==> config.mk <==
export PLATFORM = sky130hd
export DESIGN_NAME = freq_ramp
export DESIGN_NICKNAME = d
export VERILOG_FILES = /design/src/rtl/vfd_pkg.sv /design/src/rtl/ramp_tick.sv /design/src/rtl/freq_ramp.sv
export SDC_FILE = /design/constraint.sdc
export NUM_CORES = 1
export LEC_CHECK = 0
export ABC_CLOCK_PERIOD_IN_PS = 14200
export CORE_ASPECT_RATIO = 2
export CORE_MARGIN = 10
export CORE_UTILIZATION = 25
export CTS_BUF_LIST = sky130_fd_sc_hd__clkbuf_16
export CTS_CLUSTER_SIZE = 25
export DETAILED_ROUTE_END_ITERATION = 7
export GPL_TIMING_DRIVEN = 0
export SETUP_SLACK_MARGIN = 0.4
export SKIP_LAST_GASP = 1
export SLEW_MARGIN = 20
export SYNTH_ARGS = -nofsm -noshare
export SYNTH_HDL_FRONTEND = slang
export SYNTH_SLANG_ARGS = --single-unit
==> constraint.sdc <==
create_clock -name clk_sys -period 14.2 [get_ports clk_sys]
set_clock_uncertainty 0.1 [all_clocks]
set_input_delay 4.26 -clock clk_sys [delete_from_list [all_inputs] [get_ports clk_sys]]
set_output_delay 4.26 -clock clk_sys [all_outputs]
set_load 0.01 [all_outputs]
==> src/rtl/vfd_pkg.sv <==
// Shared definitions for the VFD drive chain: default frequency word width,
// ramp state encoding and a small elaboration-time helper.
package vfd_pkg;

  localparam int FW_DEF = 10;

  typedef enum logic [1:0] {
    ST_IDLE  = 2'd0,
    ST_ACCEL = 2'd1,
    ST_HOLD  = 2'd2,
    ST_DECEL = 2'd3
  } ramp_st_e;

  function automatic int max_int(input int a, input int b);
    return (a > b) ? a : b;
  endfunction

endpackage

==> src/rtl/ramp_tick.sv <==
// Programmable millisecond-period counter: emits a one-cycle tick on the
// strobe that arrives while the count sits at period-1.
module ramp_tick #(
  parameter int PW = 4
) (
  input  logic          clk_sys,
  input  logic          rst_n,
  input  logic          pluse_ms,
  input  logic [PW-1:0] period,
  input  logic          clr,
  output logic          tick
);

  logic [PW-1:0] cnt_r;
  logic          wrap_s;

  assign wrap_s = (cnt_r == (period - PW'(1)));
  assign tick   = pluse_ms && !clr && wrap_s;

  // ms counter; clear wins so a strobe coinciding with a state change is dropped
  always_ff @(posedge clk_sys or negedge rst_n) begin
    if (!rst_n) begin
      cnt_r <= '0;
    end else if (clr) begin
      cnt_r <= '0;
    end else if (pluse_ms) begin
      cnt_r <= wrap_s ? '0 : (cnt_r + PW'(1));
    end else begin
      cnt_r <= cnt_r;
    end
  end

endmodule

==> src/rtl/freq_ramp.sv <==
// Soft-start/soft-stop limiter: slews the PWM frequency word toward the
// operator target at a bounded rate, with an immediate emergency stop.
module freq_ramp
  import vfd_pkg::*;
#(
  parameter int FW     = FW_DEF,
  parameter int STEP   = 1,
  parameter int ACC_MS = 10,
  parameter int DEC_MS = 5,
  parameter int FMAX   = 1000
) (
  input  logic          clk_sys,
  input  logic          rst_n,
  input  logic          pluse_ms,
  input  logic [FW-1:0] freq_tgt,
  input  logic          run,
  input  logic          estop,
  output logic [FW-1:0] freq,
  output logic          at_speed,
  output logic [1:0]    ramp_st
);

  localparam int          PW      = $clog2(max_int(ACC_MS, DEC_MS) + 1);
  localparam logic [FW:0] FMAX_X  = (FW+1)'(FMAX);
  localparam logic [FW:0] STEP_X  = (FW+1)'(STEP);
  localparam logic [FW-1:0] FMAX_F = FW'(FMAX);

  logic [FW-1:0] freq_tgt_r;
  logic          run_r;
  logic          estop_r;
  ramp_st_e      st_r, st_nx_s;
  logic [FW-1:0] freq_r, freq_nx_s;
  logic          at_speed_r;

  logic [FW:0]   tgt_x_s, eff_s, freq_x_s;
  logic [FW:0]   up_diff_s, dn_diff_s, up_dlt_s, dn_dlt_s, up_sum_s, dn_sum_s;
  logic [PW-1:0] period_s;
  logic          clr_s, tick_s;

  // input capture stage
  always_ff @(posedge clk_sys or negedge rst_n) begin
    if (!rst_n) begin
      freq_tgt_r <= '0;
      run_r      <= 1'b0;
      estop_r    <= 1'b0;
    end else begin
      freq_tgt_r <= freq_tgt;
      run_r      <= run;
      estop_r    <= estop;
    end
  end

  // All ramp arithmetic is one bit wider than the word so nothing can wrap
  assign tgt_x_s   = {1'b0, freq_tgt_r};
  assign eff_s     = run_r ? ((tgt_x_s > FMAX_X) ? FMAX_X : tgt_x_s) : '0;
  assign freq_x_s  = {1'b0, freq_r};
  assign up_diff_s = eff_s - freq_x_s;
  assign dn_diff_s = freq_x_s - eff_s;
  assign up_dlt_s  = (up_diff_s < STEP_X) ? up_diff_s : STEP_X;
  assign dn_dlt_s  = (dn_diff_s < STEP_X) ? dn_diff_s : STEP_X;
  assign up_sum_s  = freq_x_s + up_dlt_s;
  assign dn_sum_s  = freq_x_s - dn_dlt_s;

  // state register
  always_ff @(posedge clk_sys or negedge rst_n) begin
    if (!rst_n) begin
      st_r <= ST_IDLE;
    end else begin
      st_r <= st_nx_s;
    end
  end

  // next-state selection in priority order
  always_comb begin
    st_nx_s = st_r;
    if (estop_r) begin
      st_nx_s = ST_IDLE;
    end else if (freq_x_s < eff_s) begin
      st_nx_s = ST_ACCEL;
    end else if (freq_x_s > eff_s) begin
      st_nx_s = ST_DECEL;
    end else if (eff_s != '0) begin
      st_nx_s = ST_HOLD;
    end else begin
      st_nx_s = ST_IDLE;
    end
  end

  // Counter only runs while a ramp persists; any transition restarts the period
  assign clr_s    = (st_nx_s != st_r) || (st_r == ST_IDLE) || (st_r == ST_HOLD);
  assign period_s = (st_r == ST_DECEL) ? PW'(DEC_MS) : PW'(ACC_MS);

  ramp_tick #(
    .PW(PW)
  ) u_tick (
    .clk_sys (clk_sys),
    .rst_n   (rst_n),
    .pluse_ms(pluse_ms),
    .period  (period_s),
    .clr     (clr_s),
    .tick    (tick_s)
  );

  // next frequency word; saturation guards are defensive, steps never overshoot
  always_comb begin
    freq_nx_s = freq_r;
    if (estop_r) begin
      freq_nx_s = '0;
    end else if (tick_s) begin
      case (st_r)
        ST_ACCEL: freq_nx_s = (up_sum_s > FMAX_X) ? FMAX_F : up_sum_s[FW-1:0];
        ST_DECEL: freq_nx_s = dn_sum_s[FW] ? '0 : dn_sum_s[FW-1:0];
        default:  freq_nx_s = freq_r;
      endcase
    end else begin
      freq_nx_s = freq_r;
    end
  end

  // frequency and at-speed registers
  always_ff @(posedge clk_sys or negedge rst_n) begin
    if (!rst_n) begin
      freq_r     <= '0;
      at_speed_r <= 1'b1;
    end else begin
      freq_r     <= freq_nx_s;
      at_speed_r <= (freq_x_s == eff_s) && !estop_r;
    end
  end

  // output drive
  always_comb begin
    freq     = freq_r;
    at_speed = at_speed_r;
    ramp_st  = st_r;
  end

endmodule

== Word-level counts from Yosys, hierarchy flattened ==
Index checks and enable logic that the tools add are counted.

* Flip-flop bits (word level): 29
* Logic and storage cells: 55
* Input bits: 15
* Output and inout bits: 13

* Equal/unequal tests: 6
* Multiplexer cells: 17
* Add/sub/neg operators: 6
* Order comparisons: 6
* Reduce and logical (&&, ||, !) cells: 13

{| class="wikitable"
|+ Operators by type and width
! operator !! number
|-
| 10-bit two-way mux || 6
|-
| 11-bit by 1-bit < comparator with 1-bit output, second input constant || 2
|-
| 11-bit two-way mux || 2
|-
| 10-bit by 10-bit subtractor with 11-bit output || 2
|-
| 10-bit one-hot mux with 2 select lines || 1
|-
| 4-bit two-way mux || 4
|-
| 10-bit by 11-bit adder with 11-bit output || 1
|-
| 11-bit by 10-bit greater-than comparator with 1-bit output, second input constant || 1
|-
| 11-bit nonzero test || 1
|-
| 10-bit by 11-bit subtractor with 11-bit output || 1
|-
| 10-bit == test || 1
|-
| 10-bit greater-than comparator || 1
|-
| 10-bit greater-than comparator, second input constant || 1
|-
| 10-bit < comparator || 1
|-
| 2-bit two-way mux || 4
|-
| 4-bit by 1-bit adder with 4-bit output, second input constant || 1
|-
| 2-bit == test, second input constant || 2
|-
| 4-bit == test || 1
|-
| 2-bit nonzero test || 2
|-
| 4-bit by 1-bit subtractor with 4-bit output, second input constant || 1
|-
| 1-bit logical AND || 3
|-
| 3-bit nonzero test || 1
|-
| 2-bit by 1-bit == test with 1-bit output, second input constant || 1
|-
| 1-bit logical NOT || 2
|-
| 4 further kinds || 5
|}

== Longest topological paths before layout ==
* Word-level depth: 16
* Mapped depth: 28
* Mapped depth without buffers: 27

== Modules after synthesis ==
Synthesis repeated with hierarchy kept, for this count alone.

* Cell total of the unflattened synthesis: 411
* Area total of the unflattened synthesis: 3342.0 um^2

{| class="wikitable"
|+ By module, submodules not included
! module !! area an instance (um^2) !! instances !! seq. area each (um^2) !! cells an instance
|-
| freq_ramp || 3031.7 || 1 || 626.9 || 380
|-
| ramp_tick || 310.3 || 1 || 100.1 || 31
|}

== Worst setup path before layout ==
OpenSTA, ideal clock, no wires.

* Path type: register to register
* Start point: register freq_tgt_r[0]
* End point: register freq_r[1], in the netlist freq[1]
* Slack: 9.075 ns
* Stages on the path, launching flop included: 28
* Data arrival time: 4.906 ns
* Path buffers: 0
* Path through: dfrtp_1 or3_1 a21oi_1 o21a_1 nand2_1 inv_1 ha_1 nor2b_1 o21ai_0 a21boi_0 o21ai_0 nand2b_1 a21o_1 a21oi_1 mux2_2 nand3_1 ha_1 inv_1 fa_1 nor2b_1 o31a_1 o221ai_1 and2_1 xnor2_1 and3_1 nand3_1 a32o_1 o21a_1

* Longest elaborated chain between the ends: 16
* Elaborated cells on any way between the ends: 32

{| class="wikitable"
|+ Ends and longest elaborated chain
! item !! RTL line !! text
|-
| start: declaration || freq_ramp.sv:28 || <nowiki>logic [FW-1:0] freq_tgt_r;</nowiki>
|-
| start signal: assignment || freq_ramp.sv:47 || <nowiki>freq_tgt_r <= freq_tgt;</nowiki>
|-
| 10-bit greater-than comparator || freq_ramp.sv:55 || <nowiki>assign eff_s = run_r ? ((tgt_x_s > FMAX_X) ? FMAX_X : tgt_x_s) : '0;</nowiki>
|-
| 10-bit two-way mux * (2 in series) || freq_ramp.sv:55 ||
|-
| branches (longest 13 deep; another with 10-bit by 10-bit subtractor with 11-bit output) || - ||
|-
| end signal: assignment || freq_ramp.sv:126 || <nowiki>freq_r <= freq_nx_s;</nowiki>
|-
| end: declaration || freq_ramp.sv:32 || <nowiki>logic [FW-1:0] freq_r, freq_nx_s;</nowiki>
|}

Mark *: on every way between the ends. The select of a mux whose other input is x is not followed.
A chain may end at the register's enable or synchronous reset.

== Worst setup path in the final report ==
Ends and elaborated chain as after synthesis.

==> results.py <==
metrics = {
    "status": {
        "outcome": "complete, no violations",
    },
    "synthesis": {
        "synth_seq_cells": 29,
        "yosysUniqueCellTypes": 61,
        "syn_avg_cell_area_um2": 8.33,
        "synthCells": 381,
        "synth_edf_count": 0,
        "ys.flop_type": "dfrtp_1",
        "synth_area_um2": 3170,
        "async_flop_share_pct": 100,
        "synth-warning-count": 0,
        "ys_seq_area_share_pct": 22.9,
    },
    "sta": {
        "whs_ps": 406,
        "setup_tns_ps": 0,
        "hold_viol": 0,
        "period_needed_ps": 6010,
        "fmax_mhz": 166,
        "setup_viol_count_final": 0,
        "worst_pin_slew_ps": 651,
        "slew_headroom_pct": 56.6,
        "rsz0062_at_grt": "no",
        "fin_crit_sh_pct": 42.3,
        "slew_viol_final": 0,
    },
    "worst_setup_path": {
        "reg2regPathDepth": 27,
        "cp.arrival_ps": 6080,
        "ff2ff_setup_slack_ps": 8190,
        "max_stage_delay_ps": 400,
        "worstSetupEndpoint": "freq[1]$_DFFE_PN0P_",
        "critPathCaptureType": "flip-flop",
        "cp-start-kind": "flip-flop",
        "r2r-start": "freq_tgt_r[0]$_DFF_PN0_",
        "cp_slowest_cell": "or3_1",
        "regToRegEndpoint": "freq[1]$_DFFE_PN0P_",
        "critPathRequiredTime_ps": 14270,
        "crit_path_max_fanout": 5,
        "cp-startpoint": "freq_tgt_r[0]$_DFF_PN0_",
        "path_class": "reg -> reg",
    },
    "pwr": {
        "clockPowerShare_pct": 46.8,
        "power.internal_mw": 0.188,
        "p_total_mw": 0.254,
        "peakVddDrop_mv": 0.0765,
        "power_frac_seq_pct": 34.1,
        "p_sw_mw": 0.0661,
        "switching_share_pct": 26.1,
        "pwr-share-comb_pct": 19.1,
        "powerDensity_nw_per_um2": 65.7,
        "power.leakage_nw": 1.73,
    },
    "final_layout": {
        "diodes": 0,
        "fin_nets": 492,
        "drive_gt1_share_pct": 6.22,
        "n_fill_cell": 1393,
        "final_common_cell": "ha_1",
        "area_growth_pct": 21.6,
        "most-common-layout-cells": "ha_1 (40), inv_1 (34), o21ai_0 (30)",
    },
    "detailed_routing": {
        "via_per_inst": 5.13,
        "drc": 0,
        "routedWlPerCell_um": 15.4,
        "firstDrtPassIters": 4,
        "drtIter0Drc": 154,
        "ant_nets": 0,
        "totalWireLength_um": 8980,
        "num_vias": 2996,
    },
    "die": {
        "fp.dieW_um": 99.7,
        "die_y_um": 179,
        "fp-row-count": 58,
        "core-area_um2": 12500,
        "ios": 28,
        "start_util_pct": 25.4,
        "die_area_um2": 17900,
    },
    "clock_network": {
        "clk_pin_slew_worst_paths_ps": 50,
        "clk_latency_ps": 280,
        "post_cts_buffers": 0,
        "ctsHoldBuffers": 0,
        "clk_path_buf_depth": 2,
        "htreeDepth": 2,
        "cts_buffers": 5,
        "clock-sinks": 29,
        "tritoncts": "yes",
        "ctsResizeCount": 0,
        "clock-root-buffer": "clkbuf_16",
    },
    "placement": {
        "dp.final_hpwl_um": 7630,
        "place_congestion": 0.873,
        "port_buffers": 27,
    },
    "worst_hold_path": {
        "hold_path.class": "reg -> reg",
    },
    "job": {
        "cap_violations": 0,
    },
    "grt": {
        "grt_pass1_wl_um": 14800,
        "grt_pass1_vias": 3050,
        "grt_usage_pct": 10.2,
        "antenna_found_initial": 0,
        "grt_max_degree": 30,
        "overflow": 0,
    },
}
-- worst min path at each step --
| stage | startpoint | endpoint | slack [ps] | depth (start not counted) |
|---|---|---|---|---|
| finish | u_tick.cnt_r[3]$_DFFE_PN0P_ | u_tick.cnt_r[3]$_DFFE_PN0P_ | 410 | 1 |
| global route | u_tick.cnt_r[3]$_DFFE_PN0P_ | u_tick.cnt_r[3]$_DFFE_PN0P_ | 440 | 1 |
| CTS | u_tick.cnt_r[3]$_DFFE_PN0P_ | u_tick.cnt_r[3]$_DFFE_PN0P_ | 410 | 1 |
| detailed placement | u_tick.cnt_r[3]$_DFFE_PN0P_ | u_tick.cnt_r[3]$_DFFE_PN0P_ | 400 | 1 |
| global placement | u_tick.cnt_r[3]$_DFFE_PN0P_ | u_tick.cnt_r[3]$_DFFE_PN0P_ | 390 | 1 |
| floorplan | u_tick.cnt_r[3]$_DFFE_PN0P_ | u_tick.cnt_r[3]$_DFFE_PN0P_ | 360 | 1 |
-- per-stage QoR --
| step | cells | util [%] | instance area (µm²) | worst slack [ps] |
|---|---|---|---|---|
| final | 584 | 30.9 | 3860 | 8190 |
| after global routing | 584 | 30.9 | 3860 | 7650 |
| after CTS | 584 | 30.9 | 3860 | 8150 |
| after detailed placement | 576 | 29.6 | 3690 | 8180 |
| after global placement | 576 | 29.6 | 3700 | 8260 |
| after floorplan | 399 | - | 3240 | 9070 |
-- Yosys cell counts, types with 3 or more instances --
cell type  number  area, µm²
clkbuf_1        4       15.0
o31ai_1         3       22.5
a21boi_0        4       30.0
xor2_1         12        105
nand2b_1        8       50.1
nor2_1         22       82.6
nand3_1         9       45.0
buf_2           3       15.0
fa_1            4       80.1
a32oi_1         3       26.3
o21ai_0        30        150
buf_4           3       22.5
xnor2_1         9       78.8
ha_1           40        500
or3_1           4       25.0
nand3b_1        7       52.6
o221ai_1        4       35.0
and2_1          3       18.8
a21oi_1        28        140
and2b_1         3       22.5
a31oi_1         3       18.8
nand2_1        28        105
o211ai_1        3       22.5
a21o_1          8       60.1
o21a_1         11       82.6
nor3_1          6       30.0
and3_1          4       25.0
nand4_1         4       25.0
inv_1          34        128
nor4_1          3       18.8
o21ai_1         4       20.0
dfrtp_1        28        701
nor2b_1         6       37.5
-- layer usage --
layer | track usage [%] | vias to the layer above | routed length, µm
met1 | 8.74 | 1440 | 3030
met4 | 6.78 | 0 | 549
met5 | 0 | - | 0
met3 | 1.74 | 32 | 237
li1 | - | 1457 | -
met2 | 20.4 | 67 | 5160
-- worst max-delay path: cells and delay by family, from the launching register on --
family	cells	cell delay, ps
AND/OR/NAND/NOR	9	1700
AO/OA/AOI/OAI	11	2140
buffers and inverters	2	190
multiplexers	1	350
flip-flops	1	370
XOR/XNOR	1	160
adder cells (fa/ha/maj)	3	890
-- state kept, by name, indices dropped and copies added, names as in the netlist --
| register | count |
|---|---|
| freq | 10 |
| estop_r | 1 |
| ramp_st | 2 |
| u_tick.cnt_r | 4 |
| run_r | 1 |
| at_speed | 1 |
| freq_tgt_r | 10 |
-- layout make-up --
type                       instances  area, µm²  share of cell area [%]
buffer                            11       63.8                    1.65
sequential                        29        727                    18.8
timing repair buffer              27        265                    6.87
inverter                          34        128                    3.31
tap                              150        188                    4.86
multi-input combinational        325       2320                    60.2
clock buffer                       5        125                    3.24
clock inverter                     3       41.3                    1.07
-- power groups by stage --
| stage | combinational, mW | clock [mW] | sequential (mW) |
|---|---|---|---|
| floorplan | 0.0332 | 0 | 0.0877 |
| global placement | 0.0476 | 0 | 0.0880 |
| detailed placement | 0.0482 | 0 | 0.0880 |
| CTS | 0.0485 | 0.122 | 0.0866 |
| global route | 0.0546 | 0.124 | 0.0869 |
| finish | 0.0484 | 0.119 | 0.0866 |
-- kinds of logic after synthesis --
| family | after synthesis | share of synthesized area, % |
|---|---|---|
| AO/OA/AOI/OAI | 122 | 25.7 |
| buffers and inverters | 45 | 6.03 |
| XOR/XNOR | 21 | 5.80 |
| other | 2 | 0.237 |
| multiplexers | 2 | 1.06 |
| flip-flops | 29 | 22.9 |
| adder cells (fa/ha/maj) | 44 | 18.3 |
| AND/OR/NAND/NOR | 116 | 20.0 |
Note: power is estimated with default switching activity, not from simulation.
